==> src/rtl/fir_coef_loader.sv <==
// ============================================================================
// fir_coef_loader: streams NTAPS coefficients into fir_transpose, then reads
// every tap back and checks it against a shadow copy.  Rev 1.0
// ============================================================================
`default_nettype none

module fir_coef_loader #(
  parameter int NTAPS  = 32,
  parameter int RD_LAT = 1
) (
  input  logic        clk,
  input  logic        rst_n,
  input  logic        start,
  input  logic        coef_valid,
  input  logic [11:0] coef_data,
  output logic        coef_ready,
  output logic        load,
  output logic [7:0]  write_address,
  output logic [11:0] write_value,
  output logic [7:0]  read_address,
  input  logic [11:0] read_value,
  output logic        busy,
  output logic        done,
  output logic        error,
  output logic [7:0]  err_address
);

  localparam int         c_aw    = (NTAPS > 1) ? $clog2(NTAPS) : 1;
  localparam logic [8:0] c_ntaps = 9'(NTAPS);
  localparam logic [8:0] c_vlast = 9'(NTAPS + RD_LAT - 1);
  localparam logic [8:0] c_rdlat = 9'(RD_LAT);

  typedef enum logic [2:0] {
    S_IDLE   = 3'd0,
    S_LOAD   = 3'd1,
    S_FLUSH  = 3'd2,
    S_VERIFY = 3'd3,
    S_DONE   = 3'd4,
    S_ERROR  = 3'd5
  } state_t;

  state_t      r_state;
  logic [8:0]  r_wr_cnt;
  logic [8:0]  r_vcnt;
  logic [11:0] r_shadow [0:(1 << c_aw) - 1];

  logic        w_accept;
  logic [7:0]  w_cmp_addr;
  logic        w_cmp_en;
  logic        w_cmp_bad;

  assign w_accept   = (r_state == S_LOAD) && coef_ready && coef_valid;
  assign w_cmp_addr = 8'(r_vcnt - c_rdlat);
  assign w_cmp_en   = (r_state == S_VERIFY) && (r_vcnt >= c_rdlat);
  assign w_cmp_bad  = w_cmp_en && (read_value != r_shadow[w_cmp_addr[c_aw-1:0]]);

  always_ff @(posedge clk) begin
    if (w_accept) r_shadow[r_wr_cnt[c_aw-1:0]] <= coef_data;
  end

  always_ff @(posedge clk or negedge rst_n) begin
    if (!rst_n) begin
      r_state       <= S_IDLE;
      r_wr_cnt      <= 9'd0;
      r_vcnt        <= 9'd0;
      coef_ready    <= 1'b0;
      load          <= 1'b0;
      write_address <= 8'd0;
      write_value   <= 12'd0;
      read_address  <= 8'd0;
      busy          <= 1'b0;
      done          <= 1'b0;
      error         <= 1'b0;
      err_address   <= 8'd0;
    end else begin
      case (r_state)
        S_IDLE, S_DONE, S_ERROR: begin
          if (start) begin
            r_state     <= S_LOAD;
            r_wr_cnt    <= 9'd0;
            done        <= 1'b0;
            error       <= 1'b0;
            err_address <= 8'd0;
            load        <= 1'b1;
            coef_ready  <= 1'b1;
            busy        <= 1'b1;
          end
        end
        S_LOAD: begin
          if (w_accept) begin
            write_address <= r_wr_cnt[7:0];
            write_value   <= coef_data;
            r_wr_cnt      <= r_wr_cnt + 9'd1;
            if (r_wr_cnt == c_ntaps - 9'd1) coef_ready <= 1'b0;
          end
          // Last tap is on the write port this cycle; FIR captures it next edge.
          if (r_wr_cnt == c_ntaps) r_state <= S_FLUSH;
        end
        S_FLUSH: begin
          r_state      <= S_VERIFY;
          load         <= 1'b0;
          r_vcnt       <= 9'd0;
          read_address <= 8'd0;
        end
        S_VERIFY: begin
          r_vcnt <= r_vcnt + 9'd1;
          if (r_vcnt + 9'd1 < c_ntaps) read_address <= 8'(r_vcnt + 9'd1);
          if (w_cmp_bad) begin
            r_state      <= S_ERROR;
            error        <= 1'b1;
            err_address  <= w_cmp_addr;
            busy         <= 1'b0;
            read_address <= 8'd0;
          end else if (r_vcnt == c_vlast) begin
            r_state      <= S_DONE;
            done         <= 1'b1;
            busy         <= 1'b0;
            read_address <= 8'd0;
          end
        end
        default: r_state <= S_IDLE;
      endcase
    end
  end

endmodule

`default_nettype wire

==> config.mk <==
export PLATFORM = sky130hd
export DESIGN_NAME = fir_coef_loader
export DESIGN_NICKNAME = d
export VERILOG_FILES = /design/src/rtl/fir_coef_loader.sv
export SDC_FILE = /design/constraint.sdc
export NUM_CORES = 1
export LEC_CHECK = 0
export ABC_AREA = 1
export CAP_MARGIN = 20
export CORE_UTILIZATION = 50
export DETAILED_ROUTE_END_ITERATION = 10
export HOLD_SLACK_MARGIN = 0.1
export PLACE_DENSITY_LB_ADDON = 0.2
export SETUP_SLACK_MARGIN = 0.1
export SLEW_MARGIN = 20
export SYNTH_ARGS = -nofsm -noshare
export SYNTH_HDL_FRONTEND = slang
export SYNTH_SLANG_ARGS = --single-unit
==> constraint.sdc <==
create_clock -name clk -period 3.5 [get_ports clk]
set_input_delay 0.7 -clock clk [delete_from_list [all_inputs] [get_ports clk]]
set_output_delay 0.7 -clock clk [all_outputs]
set_load 0.05 [all_outputs]
[Word-level counts from Yosys, hierarchy flattened]
Memory sizes are Yosys's and may differ from the RTL's.
Index checks and enable logic that the tools add are counted.
Storage, ports and cells
  bits in latches: 0
  register bits after elaboration: 62
  memories kept: 1
  output and inout port bits: 41
  bits in read-only memories: 0
  bits in writable memories: 384
  word-level logic and storage cells: 87
Cells by class
  add/sub/neg operators: 3
  equal/unequal tests: 18
  reduce and logical (&&, ||, !) cells: 19
  shifts and indexed selects: 0
  muxes and demuxes: 32
  multiply operators: 0
  bitwise logic cells: 0
  div/mod/pow operators: 0
  order comparisons: 2
Memory list
  r_shadow: depth 32, bits a word 12, rd ports 1, clocked after Yosys merged registers in 0, wr ports 1, RTL line 45  | logic [11:0] r_shadow [0:(1 << c_aw) - 1];
Operators with widths (count)
  8-bit two-way mux: 5
  9-bit one-hot mux with 2 select lines: 2
  8-bit one-hot mux with 2 select lines: 2
  9-bit by 1-bit adder with 9-bit output, second input constant: 2
  9-bit by 6-bit == test with 1-bit output, second input constant: 2
  9-bit two-way mux: 2
  3-bit two-way mux: 4
  12-bit inequality test: 1
  3-bit one-hot mux with 4 select lines: 1
  3-bit AND reduction: 4
  1-bit two-way mux: 11
  1-bit one-hot mux with 2 select lines: 5
  9-bit by 5-bit == test with 1-bit output, second input constant: 1
  9-bit by 1-bit >= comparator with 1-bit output, second input constant: 1
  9-bit by 6-bit < comparator with 1-bit output, second input constant: 1
  2-bit inequality test, second input constant: 4
  4-bit AND reduction: 2
  2-bit nonzero test: 4
  8-bit by 1-bit subtractor with 8-bit output, second input constant: 1
  3-bit by 2-bit == test with 1-bit output, second input constant: 2
  3-bit == test, second input constant: 2
  2-bit by 1-bit inequality test with 1-bit output, second input constant: 3
  2-bit AND reduction: 3
  1-bit logical AND: 4
  other kinds (5): 5

[Longest topological paths before layout]
  depth in word-level cells: 6
  mapped depth: 27
  depth with buffers taken out: 22

[Worst setup path before layout]
Ideal clock, no wire load.
  path type: reg-to-reg
  start point: reg r_vcnt[0]
  end point: reg r_state[0]
  period minus slack after synthesis: 2.992 ns
  path buffers: 7
  slack: 0.508 ns
  library setup time: 0.127 ns
  arrival time: 2.865 ns
  cell stages (with the launch flop): 23
  cells stage by stage: dfrtp_1 buf_2 inv_4 buf_4 buf_2 ha_1 buf_4 buf_4 clkbuf_1 nand3_1 nand3_1 nand3_1 nand3_1 nand3b_1 nand2_1 nand2_1 nor2_1 nand3_2 nand2_2 buf_6 nand2_1 nand2_1 o21ai_0
On the way
  longest elaborated chain between the ends: 6
  elaborated cells on any way between the ends: 11
Ends and longest elaborated chain
  start, declared: RTL line 44  | logic [8:0] r_vcnt;
  start signal, assigned: RTL line 106  | r_vcnt <= r_vcnt + 9'd1;
  8-bit by 1-bit subtractor with 8-bit output: RTL line 53  | assign w_cmp_addr = 8'(r_vcnt - c_rdlat);
  memory 32 x 12 bit
  12-bit inequality test: RTL line 55  | assign w_cmp_bad = w_cmp_en && (read_value != r_shadow[w_cmp_addr[c_aw-1:0]]);
  1-bit logical AND: RTL line 55
  3-bit two-way mux or 3-bit by 2-bit inequality test with 1-bit output (tied branches)
  3-bit one-hot mux with 4 select lines or 3-bit AND reduction (tied branches)
  end signal, assigned: RTL line 79  | r_state <= S_LOAD;
  end signal, assigned: RTL line 109  | r_state <= S_ERROR;
  end signal, assigned: RTL line 115  | r_state <= S_DONE;
  end, declared: RTL line 42  | state_t r_state;
Parallel ways exist; a longest one is shown, timed or not.
A chain may end at the register's enable or synchronous reset.

[Worst setup path after layout]
  start point: reg r_vcnt[0]
  end point: reg err_address[1]
On the way
  longest elaborated chain between the ends: 6
  elaborated cells on any way between the ends: 10
Ends and longest elaborated chain
  8-bit by 1-bit subtractor with 8-bit output: RTL line 53
  memory 32 x 12 bit
  12-bit inequality test: RTL line 55
  1-bit logical AND: RTL line 55
  2-bit inequality test (no source line)
  3-bit AND reduction (no source line)
  end signal, assigned: RTL line 111  | err_address <= w_cmp_addr;
  end, declared: RTL line 25  | output logic [7:0] err_address
Parallel ways exist; a longest one is shown, timed or not. The select of a mux whose other input is x is not followed.

==> impl_metrics.tcl <==
set metrics [dict create \
    synth_compound_area_frac 0.0146 \
    setup_violations 0 \
    skew_ns 0.0238 \
    drt_wl_total_um 47300 \
    layout-drive-gt1-share 0.0877 \
    synth_ff_type "edfxtp_1" \
    antenna_found_initial 0 \
    synth_mux_area_frac 0 \
    vdd_drop_max_mv 0.627 \
    fp.dieW_um 195 \
    drt-pass1-iter-count 6 \
    ys_ff_latch 446 \
    clock_sinks 446 \
    dp_hpwl_um 27800 \
    grt_max_degree 99 \
    h-tree-depth 2 \
    drt-initial-drc-count 1344 \
    grt_usage 0.254 \
    start_kind "flip-flop" \
    syn_nets 1696 \
    route.vias.total 12900 \
    nNetsFinal 1799 \
    cts_max_path_buffers 3 \
    drv_slew 0 \
    synth_edf_count 384 \
    port_buffers 68 \
    ys_top_cells_by_area "edfxtp_1 62%, nand2_1 11%, nand3_1 9.8%" \
    rows 70 \
    yosysWarnings 0 \
    diodes 0 \
    max_freq_mhz 321 \
    synth_fa_ha_area_frac 0.00471 \
    syn_avg_cell_area_um2 11.2 \
    ios 69 \
    synthSimpleGateAreaFrac 0.235 \
    cts_buffers 46 \
    critPathCaptureType "flip-flop" \
    clk_latency_ns 0.57 \
    min_path_type "reg2reg" \
    slew_headroom 0.279 \
    synth_top_family_by_area "simple AND/OR/NAND/NOR gates" \
    synth_most_common_cell "nand2_1" \
    rsz0062_at_grt "yes" \
    yosysTopAreaCellShare 0.620 \
    nFillCells 3012 \
    wire_per_inst_um 20.9 \
    ys_types 33 \
    fin_crit_sh 0.889 \
    worst_ep_required_time_ns 3.99 \
    tightest_slew_ns 1.08 \
    hold_viol_final 0 \
    status "finished clean" \
    cts_tree "built" \
    yosys-top-cells-count "547 x nand2_1, 384 x edfxtp_1, 366 x nand3_1, 62 x dfrtp_1, 59 x nor2_1" \
    initial_core_util 0.508 \
    drc 0 \
    dieHeight_um 195 \
    synthArstFlopShare 0.139 \
    drtAntennaViolNets 0 \
    netlist_area_um2 18600 \
    grt_pass1_wl_um 73200 \
    root_buffer "clkbuf_16" \
    syn_inst 1661 \
    path_clk_slew_ns 0.06 \
    synthXorXnorAreaFrac 0.00424 \
    drt-vias-per-instance 5.67 \
    leakagePower_nw 8.18 \
    fin_crit_ns 3.11 \
    die_area_um2 38000 \
    grt-ovfl-total 0 \
    synth.largest_area_cell "edfxtp_1" \
    power_density_nw_per_um2 814 \
    ys_seq_area_frac 0.703 \
    arrival_ns 3.60 \
    holdWs_ns 0.481 \
    critical_path_class "reg2reg" \
    first_global_vias 12600 \
    cp_max_fo 12 \
    core_area_um2 36600 \
    gp_congestion 0.837 \
    timing.setup.tns_ns 0 \
    drv_cap 0 \
    area_delta_synth_final_pct 15.9 \
]
-- flip-flops by register name, indices dropped and copies added (netlist names), 3 cells and up --
name and flops:
r_shadow 384, write_value 12, r_vcnt 9, r_wr_cnt 9
err_address 8, read_address 8, write_address 8, r_state 3
-- final timing paths --
path / cells after the start / to / slack [ns] / start
worst max-delay path: 18 / err_address[1] / 0.39 / r_vcnt[0]
worst min-delay path: 2 / write_value[10] / 0.48 / write_value[10]
worst max register to register: 18 / err_address[1] / 0.39 / r_vcnt[0]
worst min register to register: 2 / write_value[10] / 0.48 / write_value[10]
max in group asynchronous: 3 / write_value[1] / 1.94 / rst_n
min in group asynchronous: 2 / err_address[4] / 0.59 / rst_n
-- cell families (layout without fill, tap and decap cells) --
kind of cell / count (synthesis) / after routing
compound gates: 49 / 49
xor+xnor: 9 / 9
fa+ha+maj: 7 / 7
buf+inv: 140 / 280
flops: 446 / 446
simple gates: 1010 / 1010
-- per-stage QoR --
stage	std cells	util	power (mW)	setup slack, ns	cell area (um2)
after floorplan	1661	-	10.7	0.508	18600
after global placement	2182	0.547	12.7	0.382	20000
after detailed placement	2182	0.547	12.7	0.302	20000
after CTS	2268	0.588	17.5	0.300	21500
after global routing	2269	0.589	18.5	0.0916	21600
final	2269	0.589	17.6	0.388	21600
-- cells in the final DEF, fill, tap and decap left out, types with 6 or more instances in the layout --
cell	instances
nand3_1	366
dfrtp_1	61
nand3b_1	8
inv_1	46
clkinv_1	11
nor2_1	59
nand2_1	547
clkbuf_1	13
o22ai_1	7
buf_12	8
clkinv_2	6
edfxtp_1	384
a21oi_1	11
nand4_1	8
clkbuf_16	50
buf_4	62
clkdlybuf4s50_1	67
o21ai_0	24
xor2_1	9
ha_1	6
-- report_power, final --
| part | internal (mW) | total [mW] | switching [mW] |
|---|---|---|---|
| Sequential | 6.01 | 6.15 | 0.142 |
| Combinational | 2.06 | 6.60 | 4.54 |
| Clock | 2.84 | 4.81 | 1.97 |
-- per-layer routing --
metal | vias to the layer above | track usage | wire length (um) | part of all wire
li1 | 5985 | - | - | -
met1 | 6285 | 0.362 | 20300 | 0.43
met2 | 500 | 0.395 | 22100 | 0.47
met3 | 87 | 0.0399 | 3620 | 0.077
met4 | 0 | 0.0962 | 1310 | 0.028
met5 | - | 0 | 0 | 0
-- area by class of cell --
type | count | area [um2] | share of cell area
inverter | 53 | 206 | 0.00958
timing repair buffer | 142 | 1380 | 0.0638
multi-input combinational | 1075 | 4820 | 0.224
sequential | 446 | 13100 | 0.607
tap | 468 | 586 | 0.0272
clock buffer | 65 | 1320 | 0.0610
clock inverter | 20 | 171 | 0.00795
-- worst max-delay path, cell delays in order, from the launching register on --
cell	delay, ns
dfrtp_4	0.51
inv_6	0.11
ha_4	0.15
nand2_1	0.09
nor2_2	0.20
nor2_4	0.07
inv_1	0.43
nand3_1	0.25
nand2_1	0.11
nand2_1	0.05
nand2_1	0.15
nand2_1	0.07
nor2_1	0.11
nand3_2	0.15
nand2_2	0.14
nand2_1	0.09
nand2_2	0.20
nand2_1	0.08
o21ai_0	0.07
-- what timing repair did --
| item | in CTS | in global routing |
|---|---|---|
| setup endpoints to repair | 0 | 16 |
| setup buffers | 0 | 0 |
| gates resized for setup | 0 | 4 |
| hold buffers | 1 | 0 |
| hold endpoints to repair | 13 | 0 |
(Power assumes the default switching activity.)
